## config.mk

```make
export PLATFORM = sky130hd
export DESIGN_NAME = multicycle_ctrl_flat
export DESIGN_NICKNAME = d
export VERILOG_FILES = /design/src/rtl/multicycle_ctrl_if.sv /design/src/rtl/multicycle_ctrl.sv /design/src/flat_wrapper.sv
export SDC_FILE = /design/constraint.sdc
export NUM_CORES = 1
export LEC_CHECK = 0
export ABC_AREA = 1
export CAP_MARGIN = 30
export CORE_ASPECT_RATIO = 1.5
export CORE_MARGIN = 10
export CORE_UTILIZATION = 47
export DETAILED_ROUTE_END_ITERATION = 10
export GPL_ROUTABILITY_DRIVEN = 1
export PLACE_DENSITY_LB_ADDON = 0.08
export SETUP_SLACK_MARGIN = 0.05
export SKIP_CTS_REPAIR_TIMING = 1
export SYNTH_ARGS = -nofsm -noshare
export SYNTH_HDL_FRONTEND = slang
export SYNTH_SLANG_ARGS = --single-unit
```

## constraint.sdc

```tcl
create_clock -name clk_i -period 1.61 [get_ports clk_i]
set_input_delay 0.161 -clock clk_i [delete_from_list [all_inputs] [get_ports clk_i]]
set_output_delay 0.161 -clock clk_i [all_outputs]
set_load 0.02 [all_outputs]
```

## src/rtl/multicycle_ctrl_if.sv

```systemverilog
// Bundle of signals between the multi-cycle control unit and the datapath.
// The master side is the controller. The slave side is the datapath (IR, ALU flags, memory).
interface multicycle_ctrl_if #(
    parameter int OP_W    = 6,
    parameter int ALUOP_W = 3,
    parameter int CNT_W   = 32
);
    logic [OP_W-1:0]    instr_op_i;
    logic               zero_i;
    logic               mem_ready_i;

    logic               pc_write_o;
    logic               ir_write_o;
    logic               mem_read_o;
    logic               mem_write_o;
    logic               reg_write_o;
    logic               iord_o;
    logic               alu_src_a_o;
    logic               branch_o;
    logic               branch_type_o;
    logic [1:0]         alu_src_b_o;
    logic [1:0]         pc_src_o;
    logic [1:0]         reg_dst_o;
    logic [1:0]         mem_to_reg_o;
    logic [ALUOP_W-1:0] alu_op_o;
    logic [2:0]         state_o;
    logic               illegal_o;
    logic               timeout_o;
    logic [CNT_W-1:0]   instr_cnt_o;

    modport master (
        input  instr_op_i, zero_i, mem_ready_i,
        output pc_write_o, ir_write_o, mem_read_o, mem_write_o, reg_write_o,
               iord_o, alu_src_a_o, branch_o, branch_type_o, alu_src_b_o,
               pc_src_o, reg_dst_o, mem_to_reg_o, alu_op_o, state_o,
               illegal_o, timeout_o, instr_cnt_o
    );

    modport slave (
        output instr_op_i, zero_i, mem_ready_i,
        input  pc_write_o, ir_write_o, mem_read_o, mem_write_o, reg_write_o,
               iord_o, alu_src_a_o, branch_o, branch_type_o, alu_src_b_o,
               pc_src_o, reg_dst_o, mem_to_reg_o, alu_op_o, state_o,
               illegal_o, timeout_o, instr_cnt_o
    );
endinterface

```

## src/rtl/multicycle_ctrl.sv

```systemverilog
// Multi-cycle CPU control unit. A registered FETCH/DECODE/EXEC/MEM/WB sequencer
// drives combinational datapath controls from the IR opcode. It also handles
// memory wait states with a timeout, flags illegal opcodes, and counts retired
// instructions.
module multicycle_ctrl #(
    parameter int OP_W     = 6,
    parameter int ALUOP_W  = 3,
    parameter int MAX_WAIT = 16,
    parameter int CNT_W    = 32
) (
    input  logic              clk_i,
    input  logic              rst_i,
    multicycle_ctrl_if.master bus
);
    localparam logic [2:0] S_FETCH  = 3'd0;
    localparam logic [2:0] S_DECODE = 3'd1;
    localparam logic [2:0] S_EXEC   = 3'd2;
    localparam logic [2:0] S_MEM    = 3'd3;
    localparam logic [2:0] S_WB     = 3'd4;

    localparam logic [5:0] OP_R    = 6'b111111;
    localparam logic [5:0] OP_ADDI = 6'b110111;
    localparam logic [5:0] OP_LW   = 6'b100001;
    localparam logic [5:0] OP_SW   = 6'b100011;
    localparam logic [5:0] OP_BEQ  = 6'b111011;
    localparam logic [5:0] OP_BNE  = 6'b100101;
    localparam logic [5:0] OP_J    = 6'b100010;
    localparam logic [5:0] OP_JAL  = 6'b100111;

    // The wait counter only has to reach MAX_WAIT-1 before the timeout clears it.
    localparam int                WAIT_W    = $clog2(MAX_WAIT);
    localparam logic [WAIT_W-1:0] WAIT_LAST = WAIT_W'(MAX_WAIT - 1);

    logic [2:0]         state, state_next;
    logic [WAIT_W-1:0]  wait_cnt, wait_next;
    logic [CNT_W-1:0]   instr_cnt;
    logic [OP_W-1:0]    op_full;
    logic [5:0]         op;
    logic               ready, waiting, timeout, retire;

    logic               pc_write, ir_write, mem_read, mem_write, reg_write;
    logic               iord, alu_src_a, branch, branch_type, illegal;
    logic [1:0]         alu_src_b, pc_src, reg_dst, mem_to_reg;
    logic [ALUOP_W-1:0] alu_op;

    assign op_full = bus.instr_op_i;
    assign op      = op_full[5:0];
    assign ready   = bus.mem_ready_i;

    // A wait cycle is a FETCH or MEM cycle in which memory has not finished.
    assign waiting = ((state == S_FETCH) || (state == S_MEM)) && !ready;
    assign timeout = waiting && (wait_cnt == WAIT_LAST);

    // Per-state control decode, next-state selection and retirement detection.
    always_comb begin
        // NOTE: every output of this block gets a default first, so no path leaves one unassigned and no latch is inferred.
        state_next  = state;
        retire      = 1'b0;
        pc_write    = 1'b0;
        ir_write    = 1'b0;
        mem_read    = 1'b0;
        mem_write   = 1'b0;
        reg_write   = 1'b0;
        iord        = 1'b0;
        alu_src_a   = 1'b0;
        branch      = 1'b0;
        branch_type = 1'b0;
        illegal     = 1'b0;
        alu_src_b   = 2'b00;
        pc_src      = 2'b00;
        reg_dst     = 2'b00;
        mem_to_reg  = 2'b00;
        alu_op      = '0;

        case (state)
            S_FETCH: begin
                mem_read  = 1'b1;
                alu_src_b = 2'b01;
                ir_write  = ready;
                pc_write  = ready;
                if (ready) state_next = S_DECODE;
            end
            S_DECODE: begin
                // The ALU computes the branch target speculatively.
                alu_src_b = 2'b11;
                case (op)
                    OP_R, OP_ADDI, OP_LW, OP_SW, OP_BEQ, OP_BNE: state_next = S_EXEC;
                    OP_J: begin
                        pc_write   = 1'b1;
                        pc_src     = 2'b10;
                        retire     = 1'b1;
                        state_next = S_FETCH;
                    end
                    OP_JAL: begin
                        pc_write   = 1'b1;
                        pc_src     = 2'b10;
                        reg_write  = 1'b1;
                        reg_dst    = 2'b10;
                        mem_to_reg = 2'b10;
                        retire     = 1'b1;
                        state_next = S_FETCH;
                    end
                    default: begin
                        illegal    = 1'b1;
                        state_next = S_FETCH;
                    end
                endcase
            end
            S_EXEC: begin
                alu_src_a = 1'b1;
                case (op)
                    OP_R: begin
                        alu_op     = ALUOP_W'(3'b010);
                        state_next = S_WB;
                    end
                    OP_ADDI: begin
                        alu_src_b  = 2'b10;
                        alu_op     = ALUOP_W'(3'b100);
                        state_next = S_WB;
                    end
                    OP_LW, OP_SW: begin
                        alu_src_b  = 2'b10;
                        state_next = S_MEM;
                    end
                    OP_BEQ, OP_BNE: begin
                        branch      = 1'b1;
                        branch_type = (op == OP_BNE);
                        alu_op      = (op == OP_BNE) ? ALUOP_W'(3'b110) : ALUOP_W'(3'b001);
                        pc_src      = 2'b01;
                        pc_write    = (op == OP_BNE) ? !bus.zero_i : bus.zero_i;
                        retire      = 1'b1;
                        state_next  = S_FETCH;
                    end
                    default: state_next = S_FETCH;
                endcase
            end
            S_MEM: begin
                iord      = 1'b1;
                mem_read  = (op == OP_LW);
                mem_write = (op == OP_SW);
                if (ready) begin
                    retire     = (op == OP_SW);
                    state_next = (op == OP_LW) ? S_WB : S_FETCH;
                end
            end
            S_WB: begin
                reg_write  = 1'b1;
                reg_dst    = (op == OP_R)  ? 2'b01 : 2'b00;
                mem_to_reg = (op == OP_LW) ? 2'b01 : 2'b00;
                retire     = 1'b1;
                state_next = S_FETCH;
            end
            default: state_next = S_FETCH;
        endcase

        // A timeout only occurs on a not-ready cycle, so no write or retirement is pending here.
        if (timeout) state_next = S_FETCH;
    end

    assign wait_next = (waiting && !timeout) ? wait_cnt + WAIT_W'(1) : '0;

    // State, wait counter and retired-instruction counter, with synchronous active-low reset.
    always_ff @(posedge clk_i) begin
        // NOTE: state registers use non-blocking assignments so every flop samples the pre-edge values.
        if (!rst_i) begin
            state     <= S_FETCH;
            wait_cnt  <= '0;
            instr_cnt <= '0;
        end else begin
            state    <= state_next;
            wait_cnt <= wait_next;
            if (retire) instr_cnt <= instr_cnt + CNT_W'(1);
        end
    end

    // While reset is held, every output is forced to zero, so an aborted instruction writes nothing.
    assign bus.pc_write_o    = rst_i & pc_write;
    assign bus.ir_write_o    = rst_i & ir_write;
    assign bus.mem_read_o    = rst_i & mem_read;
    assign bus.mem_write_o   = rst_i & mem_write;
    assign bus.reg_write_o   = rst_i & reg_write;
    assign bus.iord_o        = rst_i & iord;
    assign bus.alu_src_a_o   = rst_i & alu_src_a;
    assign bus.branch_o      = rst_i & branch;
    assign bus.branch_type_o = rst_i & branch_type;
    assign bus.illegal_o     = rst_i & illegal;
    assign bus.timeout_o     = rst_i & timeout;
    assign bus.alu_src_b_o   = rst_i ? alu_src_b  : 2'b00;
    assign bus.pc_src_o      = rst_i ? pc_src     : 2'b00;
    assign bus.reg_dst_o     = rst_i ? reg_dst    : 2'b00;
    assign bus.mem_to_reg_o  = rst_i ? mem_to_reg : 2'b00;
    assign bus.alu_op_o      = rst_i ? alu_op     : '0;
    assign bus.state_o       = rst_i ? state      : S_FETCH;
    assign bus.instr_cnt_o   = rst_i ? instr_cnt  : '0;
endmodule

```

## src/flat_wrapper.sv

```systemverilog
// flat-port wrapper written by rule: the top's interface ports become plain ports
module multicycle_ctrl_flat 
#(
    parameter int OP_W     = 6,
    parameter int ALUOP_W  = 3,
    parameter int MAX_WAIT = 16,
    parameter int CNT_W    = 32
)
  (clk_i, rst_i, bus_instr_op_i, bus_zero_i, bus_mem_ready_i, bus_pc_write_o, bus_ir_write_o, bus_mem_read_o, bus_mem_write_o, bus_reg_write_o, bus_iord_o, bus_alu_src_a_o, bus_branch_o, bus_branch_type_o, bus_alu_src_b_o, bus_pc_src_o, bus_reg_dst_o, bus_mem_to_reg_o, bus_alu_op_o, bus_state_o, bus_illegal_o, bus_timeout_o, bus_instr_cnt_o);
  multicycle_ctrl_if #(.OP_W(OP_W), .ALUOP_W(ALUOP_W), .CNT_W(CNT_W)) bus_i ();
  input  logic clk_i;
  input  logic rst_i;
  input wire logic [$bits(bus_i.instr_op_i)-1:0] bus_instr_op_i;
  input wire logic [$bits(bus_i.zero_i)-1:0] bus_zero_i;
  input wire logic [$bits(bus_i.mem_ready_i)-1:0] bus_mem_ready_i;
  output wire logic [$bits(bus_i.pc_write_o)-1:0] bus_pc_write_o;
  output wire logic [$bits(bus_i.ir_write_o)-1:0] bus_ir_write_o;
  output wire logic [$bits(bus_i.mem_read_o)-1:0] bus_mem_read_o;
  output wire logic [$bits(bus_i.mem_write_o)-1:0] bus_mem_write_o;
  output wire logic [$bits(bus_i.reg_write_o)-1:0] bus_reg_write_o;
  output wire logic [$bits(bus_i.iord_o)-1:0] bus_iord_o;
  output wire logic [$bits(bus_i.alu_src_a_o)-1:0] bus_alu_src_a_o;
  output wire logic [$bits(bus_i.branch_o)-1:0] bus_branch_o;
  output wire logic [$bits(bus_i.branch_type_o)-1:0] bus_branch_type_o;
  output wire logic [$bits(bus_i.alu_src_b_o)-1:0] bus_alu_src_b_o;
  output wire logic [$bits(bus_i.pc_src_o)-1:0] bus_pc_src_o;
  output wire logic [$bits(bus_i.reg_dst_o)-1:0] bus_reg_dst_o;
  output wire logic [$bits(bus_i.mem_to_reg_o)-1:0] bus_mem_to_reg_o;
  output wire logic [$bits(bus_i.alu_op_o)-1:0] bus_alu_op_o;
  output wire logic [$bits(bus_i.state_o)-1:0] bus_state_o;
  output wire logic [$bits(bus_i.illegal_o)-1:0] bus_illegal_o;
  output wire logic [$bits(bus_i.timeout_o)-1:0] bus_timeout_o;
  output wire logic [$bits(bus_i.instr_cnt_o)-1:0] bus_instr_cnt_o;
  assign bus_i.instr_op_i = bus_instr_op_i;
  assign bus_i.zero_i = bus_zero_i;
  assign bus_i.mem_ready_i = bus_mem_ready_i;
  assign bus_pc_write_o = bus_i.pc_write_o;
  assign bus_ir_write_o = bus_i.ir_write_o;
  assign bus_mem_read_o = bus_i.mem_read_o;
  assign bus_mem_write_o = bus_i.mem_write_o;
  assign bus_reg_write_o = bus_i.reg_write_o;
  assign bus_iord_o = bus_i.iord_o;
  assign bus_alu_src_a_o = bus_i.alu_src_a_o;
  assign bus_branch_o = bus_i.branch_o;
  assign bus_branch_type_o = bus_i.branch_type_o;
  assign bus_alu_src_b_o = bus_i.alu_src_b_o;
  assign bus_pc_src_o = bus_i.pc_src_o;
  assign bus_reg_dst_o = bus_i.reg_dst_o;
  assign bus_mem_to_reg_o = bus_i.mem_to_reg_o;
  assign bus_alu_op_o = bus_i.alu_op_o;
  assign bus_state_o = bus_i.state_o;
  assign bus_illegal_o = bus_i.illegal_o;
  assign bus_timeout_o = bus_i.timeout_o;
  assign bus_instr_cnt_o = bus_i.instr_cnt_o;
  multicycle_ctrl #(.OP_W(OP_W), .ALUOP_W(ALUOP_W), .MAX_WAIT(MAX_WAIT), .CNT_W(CNT_W)) u_core (.clk_i(clk_i), .rst_i(rst_i), .bus(bus_i));
endmodule
```

## Word-level counts from Yosys, hierarchy flattened

Cells that the tools add are included.
W data, S select, Z words.

- Flip-flop bits (word level): 39
- Input bits: 10
- Output and inout bits: 57

- $add $sub $neg: 2
- Equality and inequality tests: 15
- Mux-type cells: 45
- Bitwise operators: 12
- Reductions and logical operators: 18

Operators with widths:

| cell | number |
|---|---|
| $eq A6 B6 Y1 const B | 8 |
| $add A32 B1 Y32 const B | 1 |
| $mux W32 | 1 |
| $mux W3 | 7 |
| $mux W1 | 18 |
| $mux W2 | 8 |
| $pmux W2 S2 | 3 |
| $pmux W3 S4 | 1 |
| $and A1 B1 Y1 | 11 |
| $reduce_or A2 Y1 | 5 |
| $pmux W3 S3 | 1 |
| $reduce_or A8 Y1 | 1 |
| $eq A3 B2 Y1 const B | 2 |
| $pmux W2 S3 | 1 |
| $pmux W3 S2 | 1 |
| $reduce_or A6 Y1 | 1 |
| $add A4 B1 Y4 const B | 1 |
| $eq A4 B4 Y1 const B | 1 |
| $ne A2 B2 Y1 const B | 2 |
| $pmux W1 S2 | 2 |
| $pmux W1 S4 | 1 |
| $reduce_and A2 Y1 | 2 |
| $eq A3 B1 Y1 const B | 1 |
| $eq A3 B3 Y1 const B | 1 |
| other kinds (7) | 11 |

## Longest topological paths before layout

- Depth in word-level cells: 7
- Mapped depth: 10
- Mapped depth without buffers: 10

## Worst setup path before layout

OpenSTA, ideal clock, no wires.

- Path kind: reg2out
- Start point: register u_core.state[0]
- End point: output bus_illegal_o
- Arrival: 1.500 ns
- Data required time: 1.449 ns
- Slack: -0.051 ns
- Stages on the path, launching flop included: 5
- Cells stage by stage: dfxtp_1 > inv_1 > nor3_2 > nand2_1 > nor4_1

- Word-level cells in the longest chain between the ends: 3

Ends and longest elaborated chain:

| what | line | RTL |
|---|---|---|
| start, declared | multicycle_ctrl.sv:34 | `logic [2:0] state, state_next;` |
| start signal, assigned | multicycle_ctrl.sv:170 | `state <= state_next;` |
| $eq A3 B1 Y1 | multicycle_ctrl.sv:75 | `case (state)` |
| $mux W1 | multicycle_ctrl.sv:75 |  |
| $and A1 B1 Y1 | multicycle_ctrl.sv:186 | `assign bus.illegal_o = rst_i & illegal;` |
| end, declared | flat_wrapper.sv:31 | `output wire logic [$bits(bus_i.illegal_o)-1:0] bus_illegal_o;` |

No other way between the ends.

## Worst setup path in the final report

- Start point: register u_core.state[1]
- End point: output bus_reg_write_o

- Word-level cells in the longest chain between the ends: 3
- Elaborated cells on any way between the ends: 4

Ends and longest elaborated chain:

| what | line | RTL |
|---|---|---|
| $eq A3 B3 Y1 or $eq A3 B1 Y1 (tied branches) | multicycle_ctrl.sv:75 |  |
| $pmux W1 S2 (*) | multicycle_ctrl.sv:75 |  |
| $and A1 B1 Y1 (*) | multicycle_ctrl.sv:181 | `assign bus.reg_write_o = rst_i & reg_write;` |
| end, declared | flat_wrapper.sv:20 | `output wire logic [$bits(bus_i.reg_write_o)-1:0] bus_reg_write_o;` |

Every way passes the cells marked *; elsewhere a longest branch is shown, timed or not.

==> results.txt <==
synthesis-stage register bit count = 39
area leader, netlist = dfxtp_1
commonest cells after routing, fill and taps aside = 189 x nand2_1, 66 x inv_1, 66 x buf_4
WL/cell = 15.4 microns
failing checks = negative setup slack
Worst Skew = 0.0111 ns
CTS root buf = clkbuf_8
I/O pin count = 67
pin count of the biggest net entering global routing = 34
Leakage = 2.76 nW
share of layout cells above drive strength 1 = 0.256
fin crit period = 1.71 ns
gr ovfl total = 0
pwr/cell area = 467 mW/mm^2
RSZ-0062 raised after global routing = yes
Post-DP HPWL = 8240 microns
P&R area growth vs syn = 54.3%
CTS H-tree depth = 2
clk buf depth = 2
HP Class = in2reg
Die Span X = 86.2 microns
Syn Inst Count = 555
Placed Cells incl. Taps = 736
CP Capture Type = output pin
Non-Filler Instances = 751
count of different cell masters after synthesis = 32
Final ANT Viol Nets = 0
routed via count = 4018
row count = 36
Slew Limit Fails = 0
max-cap violation count = 0
setup ws final = -0.0985 ns
worst-margin pin slew = 0.399 ns
crit path max fanout = 5
vias in the first global route = 3839
Seq/Total Area, Yosys = 0.252
crit path kind = reg2out
Worst EP arrival = 1.55 ns
Detailed Routing Iterations Pass 1 = 5
Startpoint Class = register
Initial Utilization = 0.480
TritonCTS clock tree = built
first-pass GRT wire length = 17700 microns
most common cell after layout, fill and taps aside = nand2_1
Ys Warns = 0
number of port buffers = 66
clk_lat worst skew = 0.30 ns
share of the synthesized area in the top cell type = 0.252
Util after Layout = 0.741
drt first-iter violations = 209
setup violators final = 41
core area = 0.00644 sq mm
Tot Pwr = 0.00223 W
nets@finish = 686
Post-Syn Area = 0.00309 sq mm
Net Count, Synth = 567
peak supply drop = 429 uV
Total GRT Usage = 0.206
initial antenna violation count = 0
DRC viols = 0
Final period util = 1.06
fillers = 561
Slew HR = 0.734
fmax = 585 MHz
Syn Area/Cell = 5.57 sq um
Seq. cell area = 811 sq um
Req. time, crit path = 1.45 ns
CTS Sinks = 39
total CTS buffers = 5
Multi-input gate area = 0.00210 sq mm
Die H = 119 microns
final hold vios = 0
Clock transition at path regs = 0.08 ns
vias per cell = 5.35
synth top area cells = dfxtp_1 25%, nand2_1 24%, nor2_1 10%
run status = complete, but fails checks
# diodes = 0
final wirelength = 11500 microns
global placement routability congestion = 0.933
die area = 0.0103 sq mm
-- layer usage --
layer  part of all wire  global-route usage
met1               0.35               0.209
met2               0.52               0.361
met3              0.079              0.0641
met4              0.047               0.117
met5                  0                   0
-- logic make-up after synthesis --
| logic type | synth area share |
|---|---|
| adders and majority gates | 0.00809 |
| xor gates and xnor gates | 0.0396 |
| and+or+nand+nor | 0.492 |
| buffers and inverters | 0.131 |
| DFF | 0.252 |
| AOI/OAI and AO/OA | 0.0769 |
-- worst max-delay path: stages (launching register included) --
cell	delay, ns
dfxtp_4	0.37
buf_6	0.12
nor3_4	0.22
nand2_2	0.12
buf_6	0.16
o21ai_2	0.12
buf_6	0.14
-- worst paths after layout --
kind                            from                  end  slack, ns  cells after the start
setup reg to reg     u_core.state[1]  u_core.instr_cnt[3]      -0.06                      9
hold reg to reg   u_core.wait_cnt[0]   u_core.wait_cnt[0]       0.53                      2
setup / recovery     u_core.state[1]      bus_reg_write_o       -0.1                      6
hold / removal                 rst_i  u_core.instr_cnt[0]       0.44                      4
-- registers in the layout (all words and copies together) (netlist names) --
signal            count
u_core.wait_cnt       4
u_core.state          3
u_core.instr_cnt     32
-- cell type report --
| class | instances | area share |
|---|---|---|
| flip-flops and latches | 39 | 0.170 |
| inverters | 75 | 0.0590 |
| repair buffers | 135 | 0.284 |
| well taps | 76 | 0.0199 |
| clock inverters | 2 | 0.0126 |
| clock buffers | 6 | 0.0152 |
| multi-input cells | 418 | 0.439 |
-- synthesized netlist by cell type --
cell and count:
nand2_2 2, clkbuf_2 1, nand3_2 2, a31oi_1 1, nand3_4 1, nor2_4 1
or2_2 1, xnor2_1 10, o31ai_1 1, clkbuf_1 8, nor3_1 4, dfxtp_1 39
nor2_2 3, nand2_1 196, ha_1 2, o21ai_0 5, a21oi_1 37, o22ai_1 1
inv_1 73, nor3_2 1, xor2_1 4, nor4_1 1, buf_4 2, inv_2 1
nand4_1 32, buf_2 10, clkinv_1 1, buf_6 2, nor2_1 82, nand3_1 29
nand2_4 1, o21bai_1 1
-- report_power, final --
part	switching (W)	internal [W]	total [W]
clock	0.000375	0.000620	0.000995
sequential	0.00000610	0.000965	0.000971
combinational	0.000149	0.000114	0.000263
-- stage by stage --
step | setup TNS (ns) | area, sq um | worst slack, ns | hold WS [ns]
5_1_grt | -5.28 | 4770 | -0.169 | 0.440
3_3_place_gp | -35.27 | 4220 | -0.570 | 0.497
3_5_place_dp | -38.49 | 4220 | -0.602 | 0.521
2_1_floorplan | 0 | 3100 | 0.0158 | 0.334
4_1_cts | -29.94 | 4360 | -0.687 | 0.533
6_report | -1.88 | 4770 | -0.0985 | 0.439
(Power assumes the default switching activity.)
